`config.mk`:
```
export PLATFORM = sky130hd
export DESIGN_NAME = twpm_wb_decoder
export DESIGN_NICKNAME = d
export VERILOG_FILES = /design/src/rtl/twpm_wb_pkg.sv /design/src/rtl/twpm_wb_timeout.sv /design/src/rtl/twpm_wb_decoder.sv
export SDC_FILE = /design/constraint.sdc
export NUM_CORES = 1
export LEC_CHECK = 0
export BUFFER_PORTS_ARGS = -buffer_cell sky130_fd_sc_hd__buf_2
export CAP_MARGIN = 15
export CORE_MARGIN = 10
export CORE_UTILIZATION = 46
export DETAILED_ROUTE_END_ITERATION = 6
export GPL_ROUTABILITY_DRIVEN = 0
export PLACE_DENSITY = 0.86
export REMOVE_ABC_BUFFERS = 1
export SYNTH_ARGS = -nofsm -noshare
export SYNTH_HDL_FRONTEND = slang
export SYNTH_HIERARCHICAL = 1
export SYNTH_SLANG_ARGS = --single-unit
```
`constraint.sdc`:
```
create_clock -name clk_i -period 4.95 [get_ports clk_i]
set_input_delay 0.2475 -clock clk_i [delete_from_list [all_inputs] [get_ports clk_i]]
set_output_delay 0.2475 -clock clk_i [all_outputs]
set_load 0.01 [all_outputs]
```
`src/rtl/twpm_wb_pkg.sv`:
```
// Shared constants for the TwPM Wishbone decoder: region codes, FSM states,
// error-cause codes and the read value returned on error responses.
package twpm_wb_pkg;

    localparam logic [3:0] REGION_REGS = 4'hF;
    localparam logic [3:0] REGION_DDR3 = 4'h9;

    typedef enum logic [1:0] {
        ST_IDLE = 2'd0,
        ST_BUSY = 2'd1,
        ST_RESP = 2'd2
    } state_e;

    localparam logic [1:0] ERR_CAUSE_NONE     = 2'd0;
    localparam logic [1:0] ERR_CAUSE_UNMAPPED = 2'd1;
    localparam logic [1:0] ERR_CAUSE_TIMEOUT  = 2'd2;
    localparam logic [1:0] ERR_CAUSE_SLAVE    = 2'd3;

    localparam logic [31:0] DEFAULT_READ_VALUE = 32'hBADFABAC;

    function automatic logic region_mapped(input logic [3:0] region);
        return (region == REGION_REGS) || (region == REGION_DDR3);
    endfunction

endpackage

```
`src/rtl/twpm_wb_timeout.sv`:
```
// Busy-cycle counter for the Wishbone decoder; expire_o is high in the
// TIMEOUT_CYCLES-th enabled cycle after a clear.
module twpm_wb_timeout #(
    parameter int unsigned TIMEOUT_CYCLES = 256,
    parameter int unsigned TMO_W          = 9
) (
    input  logic clk_i,
    input  logic rstn_i,
    input  logic clr_i,
    input  logic en_i,
    output logic expire_o
);

    logic [TMO_W-1:0] cnt;

    assign expire_o = (cnt == TMO_W'(TIMEOUT_CYCLES - 1));

    // Saturate at expiry so a stalled enable can never wrap back to zero.
    always_ff @(posedge clk_i or negedge rstn_i) begin
        if (!rstn_i)
            cnt <= '0;
        else if (clr_i)
            cnt <= '0;
        else if (en_i && !expire_o)
            cnt <= cnt + 1'b1;
    end

endmodule

```
`src/rtl/twpm_wb_decoder.sv`:
```
// Wishbone address decoder / response stage between NEORV32 and the TwPM slaves.
// Optional error log enabled by defining TWPM_WB_ERR_LOG_EN.
module twpm_wb_decoder
    import twpm_wb_pkg::*;
#(
    parameter int unsigned TIMEOUT_CYCLES = 256,
    parameter int unsigned TMO_W          = 9,
    parameter logic [31:0] DEFAULT_RD     = DEFAULT_READ_VALUE
) (
    input  logic        clk_i,
    input  logic        rstn_i,
    input  logic [31:0] m_adr_i,
    input  logic        m_we_i,
    input  logic        m_stb_i,
    input  logic        m_cyc_i,
    output logic [31:0] m_dat_o,
    output logic        m_ack_o,
    output logic        m_err_o,
    output logic        s0_stb_o,
    input  logic        s0_ack_i,
    input  logic [31:0] s0_dat_i,
    output logic        s1_stb_o,
    input  logic        s1_ack_i,
    input  logic        s1_err_i,
    input  logic [31:0] s1_dat_i,
    output logic [31:0] err_adr_o,
    output logic [1:0]  err_cause_o,
    input  logic        err_clr_i
);

    state_e      state;
    logic        tgt;          // 0: register/RAM slave, 1: DDR3 slave
    logic        req, mapped, expire;
    logic        slv_ack, slv_err, err_set;
    logic [1:0]  err_code;
    logic [31:0] slv_dat;
    logic        unused_in;

    assign req      = m_cyc_i & m_stb_i;
    assign mapped   = region_mapped(m_adr_i[31:28]);
    assign slv_ack  = tgt ? s1_ack_i : s0_ack_i;
    assign slv_err  = tgt & s1_err_i;
    assign slv_dat  = tgt ? s1_dat_i : s0_dat_i;
    assign s0_stb_o = (state == ST_BUSY) & ~tgt & req;
    assign s1_stb_o = (state == ST_BUSY) &  tgt & req;

    twpm_wb_timeout #(
        .TIMEOUT_CYCLES (TIMEOUT_CYCLES),
        .TMO_W          (TMO_W)
    ) u_tmo (
        .clk_i    (clk_i),
        .rstn_i   (rstn_i),
        .clr_i    (state != ST_BUSY),
        .en_i     (state == ST_BUSY),
        .expire_o (expire)
    );

    // Slave error beats a simultaneous ack; an ack beats timeout expiry.
    always_comb begin
        err_set  = 1'b0;
        err_code = ERR_CAUSE_NONE;
        case (state)
            ST_IDLE: if (req && !mapped) begin
                err_set  = 1'b1;
                err_code = ERR_CAUSE_UNMAPPED;
            end
            ST_BUSY: if (m_cyc_i) begin
                if (slv_err) begin
                    err_set  = 1'b1;
                    err_code = ERR_CAUSE_SLAVE;
                end else if (!slv_ack && expire) begin
                    err_set  = 1'b1;
                    err_code = ERR_CAUSE_TIMEOUT;
                end
            end
            default: ;
        endcase
    end

    always_ff @(posedge clk_i or negedge rstn_i) begin
        if (!rstn_i) begin
            state   <= ST_IDLE;
            tgt     <= 1'b0;
            m_ack_o <= 1'b0;
            m_err_o <= 1'b0;
            m_dat_o <= '0;
        end else begin
            m_ack_o <= 1'b0;
            m_err_o <= 1'b0;
            case (state)
                ST_IDLE: if (req) begin
                    tgt <= (m_adr_i[31:28] == REGION_DDR3);
                    if (err_set) begin
                        state   <= ST_RESP;
                        m_err_o <= 1'b1;
                        m_dat_o <= DEFAULT_RD;
                    end else begin
                        state <= ST_BUSY;
                    end
                end
                ST_BUSY: begin
                    if (!m_cyc_i) begin
                        state <= ST_IDLE;
                    end else if (err_set) begin
                        state   <= ST_RESP;
                        m_err_o <= 1'b1;
                        m_dat_o <= DEFAULT_RD;
                    end else if (slv_ack) begin
                        state   <= ST_RESP;
                        m_ack_o <= 1'b1;
                        m_dat_o <= slv_dat;
                    end
                end
                default: state <= ST_IDLE;
            endcase
        end
    end

`ifdef TWPM_WB_ERR_LOG_EN
    // First error is sticky; a clear coinciding with a new error logs the new one.
    always_ff @(posedge clk_i or negedge rstn_i) begin
        if (!rstn_i) begin
            err_adr_o   <= '0;
            err_cause_o <= ERR_CAUSE_NONE;
        end else if (err_set && (err_cause_o == ERR_CAUSE_NONE || err_clr_i)) begin
            err_adr_o   <= m_adr_i;
            err_cause_o <= err_code;
        end else if (err_clr_i) begin
            err_adr_o   <= '0;
            err_cause_o <= ERR_CAUSE_NONE;
        end
    end
    assign unused_in = m_we_i;
`else
    assign err_adr_o   = '0;
    assign err_cause_o = ERR_CAUSE_NONE;
    assign unused_in   = ^{m_we_i, err_clr_i, err_code, m_adr_i[27:0]};
`endif

endmodule

```
# Word level (Yosys, flattened, before mapping)
# Cells that the tools add are included.
# word_totals
elab_cells	66
output_inout_bits	70
inputBits	105
reg_bits	46
# op_classes
n_eq_ne	10
bitwise	7
mux	29
add_sub_neg	1
n_reduce_logical	13
# ops
operator	n
$mux W32	6
$pmux W32 S2	1
$mux W9	2
$mux W1	12
$mux W2	5
$add A9 B1 Y9 const B	1
$eq A9 B8 Y1 const B	1
$eq A4 B4 Y1 const B	2
$and A1 B1 Y1	6
$ne A2 B2 Y1 const B	3
$reduce_and A5 Y1	1
$ne A4 B4 Y1 const B	1
$pmux W1 S2	2
$pmux W2 S2	1
$reduce_and A2 Y1	2
$reduce_bool A2 Y1	2
$logic_and A1 B1 Y1	3
$logic_not A1 Y1	3
$ne A3 B3 Y1 const B	1
$eq A2 B1 Y1 const B	1
$logic_not A2 Y1	1
$ne A2 B1 Y1 const B	1
$logic_or A1 B1 Y1	1
$not A1 Y1	1

# Depth between registers and ports, before layout
# Gate-level depths: netlist of run 1.
# logic_depth
word_depth	10
ltp_mapped	9
ltp_nobuf	8

# Cells and area by module
# The synthesis of run 1 kept the hierarchy.
# by_module_without_submodules
module	cells_per_inst	instances	area_per_inst_um2	seq_area_each_um2
twpm_wb_decoder	174	1	2168.3	925.9
twpm_wb_timeout	47	1	465.4	225.2

# Worst setup path before layout of run 1
# OpenSTA, ideal clock, no wires.
# synth_timing
path_kind	register -> register
from	reg u_tmo.cnt[0]
to	reg m_dat_o[11]
synth_period_minus_slack_ps	1891
path_buffers	1
arrival_time_ps	1769
stages_incl_launch_ff	10
setup_time_ps	123
path_slack_ps	3059
required_time_ps	4827
path_cell_list	dfrtp_1 > ha_1 > nand3_1 > nor2_1 > ha_1 > o311a_1 > nor2_4 > inv_2 > buf_6 > a2bb2oi_2
# synth_between
elab_chain_len	9
word_cells_on_any_way	12
classes_between	eq/ne (3); mux (7); reduce/logical (2)
# synth_lines
element	line_no	text
start, declared	twpm_wb_timeout.sv:14	logic [TMO_W-1:0] cnt;
start signal, assigned	twpm_wb_timeout.sv:25	cnt <= cnt + 1'b1;
$eq A9 B8 Y1 *	twpm_wb_timeout.sv:16	assign expire_o = (cnt == TMO_W'(TIMEOUT_CYCLES - 1));
net expire	twpm_wb_decoder.sv:33	logic req, mapped, expire;
$logic_and A1 B1 Y1 *	twpm_wb_decoder.sv:71	end else if (!slv_ack && expire) begin
$mux W1 *	twpm_wb_decoder.sv:71	
$mux W1 *	twpm_wb_decoder.sv:68	if (slv_err) begin
$mux W1 *	twpm_wb_decoder.sv:67	ST_BUSY: if (m_cyc_i) begin
$pmux W1 S2 *	twpm_wb_decoder.sv:62	case (state)
$mux W32	twpm_wb_decoder.sv:104	end else if (err_set) begin
$mux W32	twpm_wb_decoder.sv:102	if (!m_cyc_i) begin
$pmux W32 S2	twpm_wb_decoder.sv:90	case (state)
end signal, assigned	twpm_wb_decoder.sv:111	m_dat_o <= slv_dat;
end, declared	twpm_wb_decoder.sv:16	output logic [31:0] m_dat_o,
# The timed path passes the listed nets; every way through them passes the cells marked *. The select of a mux whose other input is x is not followed.
# A chain may end at the register's enable or synchronous reset.

# Worst setup path in the final report of run 1
# layout_timing
from	reg tgt
to	reg m_dat_o[5]
# layout_between
elab_chain_len	10
word_cells_on_any_way	16
classes_between	eq/ne (2); mux (10); bitwise (1); reduce/logical (3)
# layout_lines
element	line_no	text
start, declared	twpm_wb_decoder.sv:32	logic tgt;
start signal, assigned	twpm_wb_decoder.sv:92	tgt <= (m_adr_i[31:28] == REGION_DDR3);
$mux W1	twpm_wb_decoder.sv:41	assign slv_ack = tgt ? s1_ack_i : s0_ack_i;
$logic_not A1 Y1	twpm_wb_decoder.sv:71	
$logic_and A1 B1 Y1	twpm_wb_decoder.sv:71	
$mux W1	twpm_wb_decoder.sv:71	
$mux W1	twpm_wb_decoder.sv:68	
$mux W1	twpm_wb_decoder.sv:67	
$pmux W1 S2	twpm_wb_decoder.sv:62	
$mux W32	twpm_wb_decoder.sv:104	
$mux W32	twpm_wb_decoder.sv:102	
$pmux W32 S2	twpm_wb_decoder.sv:90	
# Parallel ways exist; a longest one is shown, timed or not. The select of a mux whose other input is x is not followed.

==> metrics, run 1 <==
outcome finished clean; Hold Vio Cnt, Final 0; number of DRC markers in iteration 0 50; area of the multi-input gates 0.00125 mm2; Die H 95.7 um; Mean Syn Cell Area 11.9 um2; worst-skew pair later-pin latency around 0.30 ns; combinational power share between 20% and 30%; DR vias ~2000; Most used DFF post-synth dfrtp_1; DP Wirelength 5110 um; CTS Buf Count 5; fillers 494; WS Path Type flop to flop; largest net degree at the start of global routing 47; Sw Ratio 27.2%; pwr dens 317 mW/mm2; Net Sw Power 276 uW; Crit path largest cell delay 1.05 ns; final setup skew 0.0139 ns; effective utilization at floorplan 47.5%; Clock Sinks 46; Die ar. 0.00915 mm2; root buffer cell clkbuf_8; synthesized cell area 0.00263 mm2; Hold WS 0.114 ns; fraction of layout instances using a drive strength above 1 between 40% and 50%; most frequent cells in the layout buf_2, dfrtp_1, conb_1, mux2i_1, a2bb2oi_2; WP data arrival approximately 2.7 ns; Final Slew Violations 0; worst min-delay path class primary input to async pin; initial antenna violation count 0; Rows 27; diode count 0; Clk pwr share 32.8%; Vias/cell 5.00; asr flop ratio synth 100%; R2R setup slack 2.39 ns; Rel. slew slack about a third; Final nets 432; # Max-Cap Violations 0; GR Util All Layers 13.1%; drt first pass iters 4; Syn Inst Count 221; Post-synth EDFFs 0; Seq. cell area 0.00115 mm2; # DRC 0; CTS tree built; final wirelength 6370 um; CP startpoint tgt; register area share after synthesis 43.7%; Die Span X 95.7 um; CTS clk-pin slew, worst paths 0.10 ns; post-CTS setup buffer count 0; worst r2r src tgt; Ys Warns 6; most common cell after layout, fill and taps aside buf_2; worst r2r dst m_dat_o[5]; final setup fails 0; H-tree levels 2; Area growth, synth to finish 21.5%; Netlist cell types 43; slowest stage cell, crit path dfrtp_2; Hold Buf Count CTS 0; post-route ant nets 0; I/O pin count ~180; vias in the first global route 2160; WP data required 5.10 ns; Setup TNS 0 ns; cells on worst reg2reg path 5; GRT overflow 0; critical path peak fanout 40; min Tclk post-route 2.56 ns; Least-Margin Pin Slew about 1.0 ns; first-pass GRT wire length 9700 um; maximum ir drop on the vdd rail about 0.16 mV; Pleak between 1 and 1.5 nW; PortBufs 110; Resized Gates After CTS 0; Longest Clk Path Bufs 2; internal power 738 uW; RSZ-0062 raised after global routing no; Worst Setup Start Kind flop; Cell Chain, Critical Path nor2b_1, o311a_1, nor2_4, inv_2, a2bb2oi_1; final worst-path cycle share a little over 50%; critical path capture point type flop; drt wl/cell 16.0 um; Finished Core Util 57.8%; fmax 391 MHz; core area about 0.0055 mm2; Worst setup endpoint m_dat_o[5]; register bit total from synthesis 46; part of the power in registers 44.5%
==> logic make-up after synthesis <==
kind of cell	share of synthesized area [%]
mux	12.2
simple gates	8.50
fa+ha+maj	0.950
other cells	0.142
xor+xnor	0.998
compound gates	19.9
buf+inv	13.6
flops	43.7
==> layer usage <==
metal	up-vias	GRT usage [%]	routed length [um]
met2	85	24.2	3250
met3	9	4.56	667
met4	0	4.18	76
met5	-	0	0
met1	950	13.3	2370
li1	945	-	-
==> worst max-delay path: cells and delay by family, from the launching register on <==
family	cells	cell delay [ns]
simple gates	2	0.43
compound gates	2	0.63
flops	1	1.05
buf+inv	1	0.29
==> power by group through the flow <==
stage / sequential [mW] / clock (mW) / combinational, mW
4_1_cts: 0.452 / 0.341 / 0.235
3_3_place_gp: 0.456 / 0 / 0.230
5_1_grt: 0.457 / 0.355 / 0.253
3_5_place_dp: 0.459 / 0 / 0.235
6_report: 0.451 / 0.332 / 0.230
2_1_floorplan: 0.474 / 0 / 0.117
==> stage by stage <==
stage	area, um2	setup WS (ns)	power [mW]	instances
3_3_place_gp	3060	2.40	0.685	390
3_5_place_dp	3060	2.35	0.694	390
5_1_grt	3200	2.25	1.06	398
2_1_floorplan	2420	2.36	0.591	208
6_report	3200	2.39	1.01	398
4_1_cts	3200	2.33	1.03	398
==> cell usage after synthesis, types with 3 or more instances <==
cell,n,share of area [%]
a21oi_1,5,0.95
a2bb2oi_1,3,1.0
a2bb2oi_2,18,10
buf_2,5,0.95
buf_4,38,11
dfrtp_1,46,44
inv_1,3,0.43
inv_2,3,0.43
mux2i_1,32,12
nand2_1,7,1.0
nand4b_1,3,1.0
nor2_1,6,0.86
o21ai_0,3,0.57
o2bb2ai_1,10,3.3
or3_1,3,0.71
==> flip-flops by register name, summed over array words and instances, names as in the netlist <==
register and flops:
m_dat_o 32, u_tmo/cnt 9, state 2, m_err_o 1
tgt 1, m_ack_o 1
==> worst min-delay path by stage <==
| stage | slack, ns | cells after the start | endpoint | startpoint |
|---|---|---|---|---|
| floorplan | -0.05 | 0 | m_ack_o | rstn_i |
| global placement | 0.45 | 2 | tgt | m_adr_i[30] |
| CTS | 0.13 | 2 | tgt | m_adr_i[29] |
| global route | 0.13 | 2 | tgt | m_adr_i[29] |
| finish | 0.11 | 1 | m_dat_o[4] | rstn_i |
| detailed placement | 0.46 | 2 | tgt | m_adr_i[29] |
==> layout make-up <==
| type | instances | share of cell area (%) |
|---|---|---|
| multi-input cells | 156 | 39.0 |
| flip-flops and latches | 46 | 36.0 |
| repair buffers | 110 | 17.2 |
| well taps | 72 | 2.81 |
| clock buffers | 5 | 2.15 |
| clock inverters | 3 | 2.15 |
| inverters | 6 | 0.704 |
Note: power is estimated with default switching activity, not from simulation.
==> run 2, diff against run 1 <==
CORE_UTILIZATION = 38   (was 46)
PLACE_DENSITY = 0.76   (was 0.86)
clock period = 2.09 ns   (was 4.95 ns; I/O delays follow)
==> run 2 against run 1 <==
Compared with the run above: clock power up 88%; flip-flop and latch count unchanged; power up 120%; first-iteration DRC count down 46%; critical path type unchanged.
==> metrics, run 2 (same netlist as run 1, synthesis figures left out) <==
fillers 655; final setup skew 0.00535 ns; Die ar. 0.0107 mm2; area of the multi-input gates 0.00126 mm2; WS Path Type flop to flop; largest registers m_dat_o x32, u_tmo/cnt x9, state x2; Worst Setup Start Kind flop; critical path's most frequent cell ha_2; Pleak 1.47 nW; part of the power in registers a little under half; wl on met1 around 2700 um; DR vias 2011; slowest stage cell, crit path or4_4; I/O pin count approximately 180; outcome finished clean; PortBufs 110; final wirelength 6430 um; initial antenna violation count 0; GR Util All Layers 11.1%; routed wl met3 680 um; vias in the first global route around 2100; Clk pwr share 27.7%; combinational power share about a quarter; post-route ant nets 0; H-tree levels 2; total power roughly 2.3 mW; maximum ir drop on the vdd rail 0.375 mV; Hold Startpoint m_adr_i[29]; Area growth, synth to finish 24.4%; core area 0.00676 mm2; Vias/cell 4.86; Final nets 440; number of flip-flops under the largest register name 32; Final Slew Violations 0; Net Sw Power 639 uW; critical path capture point type flop; Longest Clk Path Bufs 2; # DRC 0; WP data arrival 2.21 ns; critical path peak fanout 7; met2 wire len 3030 um; Rel. slew slack roughly 50%; Rows 30; Top reg by flops m_dat_o; Least-Margin Pin Slew 0.753 ns; buffers and inverters on the worst path 0; largest net degree at the start of global routing 36; CTS Buf Count 5; worst hold path cell count 2; # Max-Cap Violations 0; first-pass GRT wire length 9560 um; most common cell after layout, fill and taps aside buf_2; CTS clk-pin slew, worst paths 0.08 ns; Crit path largest cell delay approximately 0.54 ns; internal power 1.61 mW; diode count 0; effective utilization at floorplan around 39%; cells on worst reg2reg path 7; WP data required 2.31 ns; RSZ-0062 raised after global routing no; root buffer cell clkbuf_8; Hold Vio Cnt, Final 0; Die H 103 um; most frequent cells in the layout buf_2, dfrtp_1, conb_1, mux2i_1, a2bb2oi_2; Hold WS 0.0169 ns; drt first pass iters 4; worst min-delay path class primary input to flop; Cell Chain, Critical Path ha_2, nand3_1, nor2_1, ha_2, nand4b_1, or4_4, a21oi_2; Seq. cell area between 0.001 and 0.0015 mm2; worst r2r src u_tmo/cnt[0]; final worst-path cycle share 95.3%; fmax 502 MHz; Clock Sinks 46; uppermost layer routed met4; final setup fails 0; DP Wirelength a little over 5000 um; worst r2r dst u_tmo/cnt[5]; worst-skew pair later-pin latency about 0.29 ns; Sw Ratio 28.4%; min Tclk post-route 1.99 ns; GRT overflow 0; pwr dens 687 mW/mm2; drt wl/cell 15.5 um; Finished Core Util 48.5%; delay-heaviest family, CP simple AND/OR/NAND/NOR gates; worst hold endpoint tgt; Die Span X just over 100 um; number of DRC markers in iteration 0 27; fraction of layout instances using a drive strength above 1 47.0%; R2R setup slack 0.1 ns; CTS tree built
[run 2: power by group through the flow]
stage / Clock [mW] / Combinational (mW) / Sequential (mW)
3_3_place_gp: 0 / 0.580 / 1.06
2_1_floorplan: 0 / 0.277 / 1.12
4_1_cts: 0.653 / 0.592 / 1.05
5_1_grt: 0.670 / 0.637 / 1.06
3_5_place_dp: 0 / 0.590 / 1.06
6_report: 0.624 / 0.580 / 1.05
[run 2: cell type report]
class | count | area share, %
multi-input cells | 156 | 38.6
flip-flops and latches | 46 | 35.2
repair buffers | 118 | 19.1
clock buffers | 8 | 3.36
well taps | 80 | 3.05
inverters | 6 | 0.764
[run 2: worst max path at each step]
stage,depth (start not counted),slack [ns],startpoint,end
after floorplan,5,-0.50,tgt,m_dat_o[31]
after global placement,8,-0.004,u_tmo/cnt[0],m_dat_o[8]
after detailed placement,8,-0.03,u_tmo/cnt[0],m_dat_o[3]
after CTS,7,0.05,u_tmo/cnt[0],u_tmo/cnt[5]
after global routing,7,0.007,u_tmo/cnt[0],u_tmo/cnt[5]
final,7,0.1,u_tmo/cnt[0],u_tmo/cnt[5]
[run 2: layer usage]
layer  up-vias  global-route usage (%)
met1       950                    12.8
li1        962                       -
met4         0                    2.46
met3         7                    4.78
met2        92                    18.5
met5         -                       0
[run 2: what timing repair did]
| item | in CTS | in global routing |
|---|---|---|
| setup buffers | 0 | 1 |
| gates cloned | 0 | 0 |
| pin swaps | 0 | 2 |
| endpoints found under the setup margin | 21 | 25 |
| gates resized for setup | 1 | 5 |
| endpoints found under the hold margin | 32 | 0 |
| hold buffers | 1 | 0 |
[run 2: stage by stage]
step / cell area (um2) / setup WS (ns) / TNS [ns] / instances
finish: 3280 / 0.0975 / 0 / 414
global route: 3280 / 0.00736 / 0 / 414
CTS: 3250 / 0.0483 / 0 / 413
detailed placement: 3130 / -0.0343 / -0.600 / 404
global placement: 3130 / -0.00404 / -0.0347 / 404
floorplan: 2420 / -0.504 / -13.09 / 208
==> run 3, diff against run 2 <==
BUFFER_PORTS_ARGS = -buffer_cell sky130_fd_sc_hd__buf_4   (was -buffer_cell sky130_fd_sc_hd__buf_2)
==> run 3 against run 2 <==
Compared with the run above: flip-flop and latch count is the same; sequential share of layout area is 2.4 points lower; clock-buffer cell count is 1 lower; largest cell class unchanged.
==> metrics, run 3 (same netlist as run 1, synthesis figures left out) <==
Hold WS 0.0130 ns; most frequent cells in the layout buf_4, dfrtp_1, conb_1, mux2i_1, a2bb2oi_2; post-route ant nets 0; fin cells 413; Sw Ratio 28.2%; Final nets 439; vias in the first global route roughly 2100; Final WS setup 0.135 ns; WS Path Type flop to flop; Area growth, synth to finish 33.4%; core area 0.00676 mm2; outcome finished clean; worst-skew pair later-pin latency 0.29 ns; cells on worst reg2reg path 7; final setup fails 0; drt wl/cell 16.4 um; Setup TNS 0 ns; most common cell after layout, fill and taps aside buf_4; fmax 511 MHz; critical path capture point type flop; # DRC 0; Final Slew Violations 0; number of DRC markers in iteration 0 40; final worst-path cycle share between 90% and 100%; Vias/cell 4.82; PortBufs between 100 and 150; Top reg by flops m_dat_o; GRT overflow 0; Clock Sinks 46; worst r2r src u_tmo/cnt[1]; RSZ-0062 raised after global routing no; Worst Setup Start Kind flop; GR Util All Layers approximately an eighth; largest net degree at the start of global routing 47; # Max-Cap Violations 0; I/O pin count 175; maximum ir drop on the vdd rail 0.283 mV; internal power approximately 1.6 mW; worst hold endpoint tgt; worst min-delay path class primary input to flop; Die H between 100 and 150 um; Pleak 1.55 nW; final wirelength 6790 um; WP data required approximately 2.3 ns; fillers 628; DP Wirelength 5290 um; fraction of layout instances using a drive strength above 1 45.6%; H-tree levels 2; worst hold path cell count 2; part of the power in registers 46.3%; largest registers m_dat_o x32, u_tmo/cnt x9, state x2; initial antenna violation count 0; R2R setup slack 0.13 ns; Seq. cell area 0.00115 mm2; root buffer cell clkbuf_8; CTS clk-pin slew, worst paths 0.08 ns; CTS Buf Count 5; area of the multi-input gates 0.00125 mm2; combinational power share about 30%; dpl ws -0.0382 ns; CTS tree built; DP Area 0.00339 mm2; worst r2r dst u_tmo/cnt[5]; final instance area 0.00351 mm2; first-pass GRT wire length 10200 um; Hold Vio Cnt, Final 0; diode count 0; drt first pass iters 4; number of flip-flops under the largest register name 32; Longest Clk Path Bufs 2; pwr dens approximately 650 mW/mm2; Least-Margin Pin Slew 0.584 ns; critical path peak fanout 7; DR vias 1992; WP data arrival 2.17 ns; Rows 30; Hold Startpoint m_adr_i[30]; effective utilization at floorplan 39.0%; Die Span X ~100 um; Net Sw Power between 600 and 700 uW; DP Cell Count about 400; Clk pwr share 24.2%; final setup skew between 0.002 and 0.003 ns; Die ar. 0.0107 mm2; Rel. slew slack 61.1%; min Tclk post-route between 1.5 and 2 ns
run 3: what timing repair did:
| action | CTS | global route |
|---|---|---|
| buffers inserted | 0 | 2 |
| pin swaps | 0 | 2 |
| hold buffers | 1 | 0 |
| resized for setup | 1 | 2 |
| hold endpoints to repair | 46 | 0 |
| endpoints found under the setup margin | 21 | 34 |
run 3: worst max path at each step:
stage / from / to / slack (ns) / cells past startpoint
after global routing: u_tmo/cnt[0] / u_tmo/cnt[5] / 0.002 / 7
after detailed placement: u_tmo/cnt[0] / m_dat_o[11] / -0.04 / 8
after global placement: u_tmo/cnt[0] / m_dat_o[25] / -0.02 / 8
after floorplan: tgt / m_dat_o[31] / -0.50 / 5
after CTS: u_tmo/cnt[0] / u_tmo/cnt[5] / 0.05 / 7
final: u_tmo/cnt[1] / u_tmo/cnt[5] / 0.13 / 7
run 3: power groups by stage:
| stage | clock, mW | combinational (mW) | sequential [mW] |
|---|---|---|---|
| after floorplan | 0 | 0.277 | 1.12 |
| after global placement | 0 | 0.667 | 1.07 |
| after detailed placement | 0 | 0.680 | 1.07 |
| after CTS | 0.583 | 0.681 | 1.05 |
| after global routing | 0.616 | 0.730 | 1.06 |
| final | 0.548 | 0.669 | 1.05 |
run 3: layout make-up:
cell class | instances | share of cell area (%)
repair buffers | 117 | 25.4
multi-input cells | 156 | 35.6
well taps | 80 | 2.85
clock buffers | 7 | 2.46
inverters | 6 | 0.712
flip-flops and latches | 46 | 32.8
clock inverters | 1 | 0.142
run 3: per-layer routing:
layer  wire length, um  part of all wire (%)  track usage [%]  vias up
met5                 0                     0                0        -
met4               103                   1.5             4.06        0
li1                  -                     -                -      959
met2              3240                    48             18.9       89
met1              2630                    39             13.6      936
met3               818                    12             6.25        8
run 3: worst max-delay path, cell delays in order (launching register included):
cell and delay [ns]:
dfrtp_1 0.40, ha_2 0.19, nand3_1 0.08, nor2_1 0.05, ha_2 0.21, nand4b_1 0.28, or4_1 0.52, a21oi_1 0.16
run 3: metrics by stage:
stage	util [%]	power (mW)
final	52.0	2.27
after global placement	50.2	1.73
after floorplan	-	1.40
after global routing	52.0	2.41
after detailed placement	50.2	1.75
after CTS	51.7	2.32
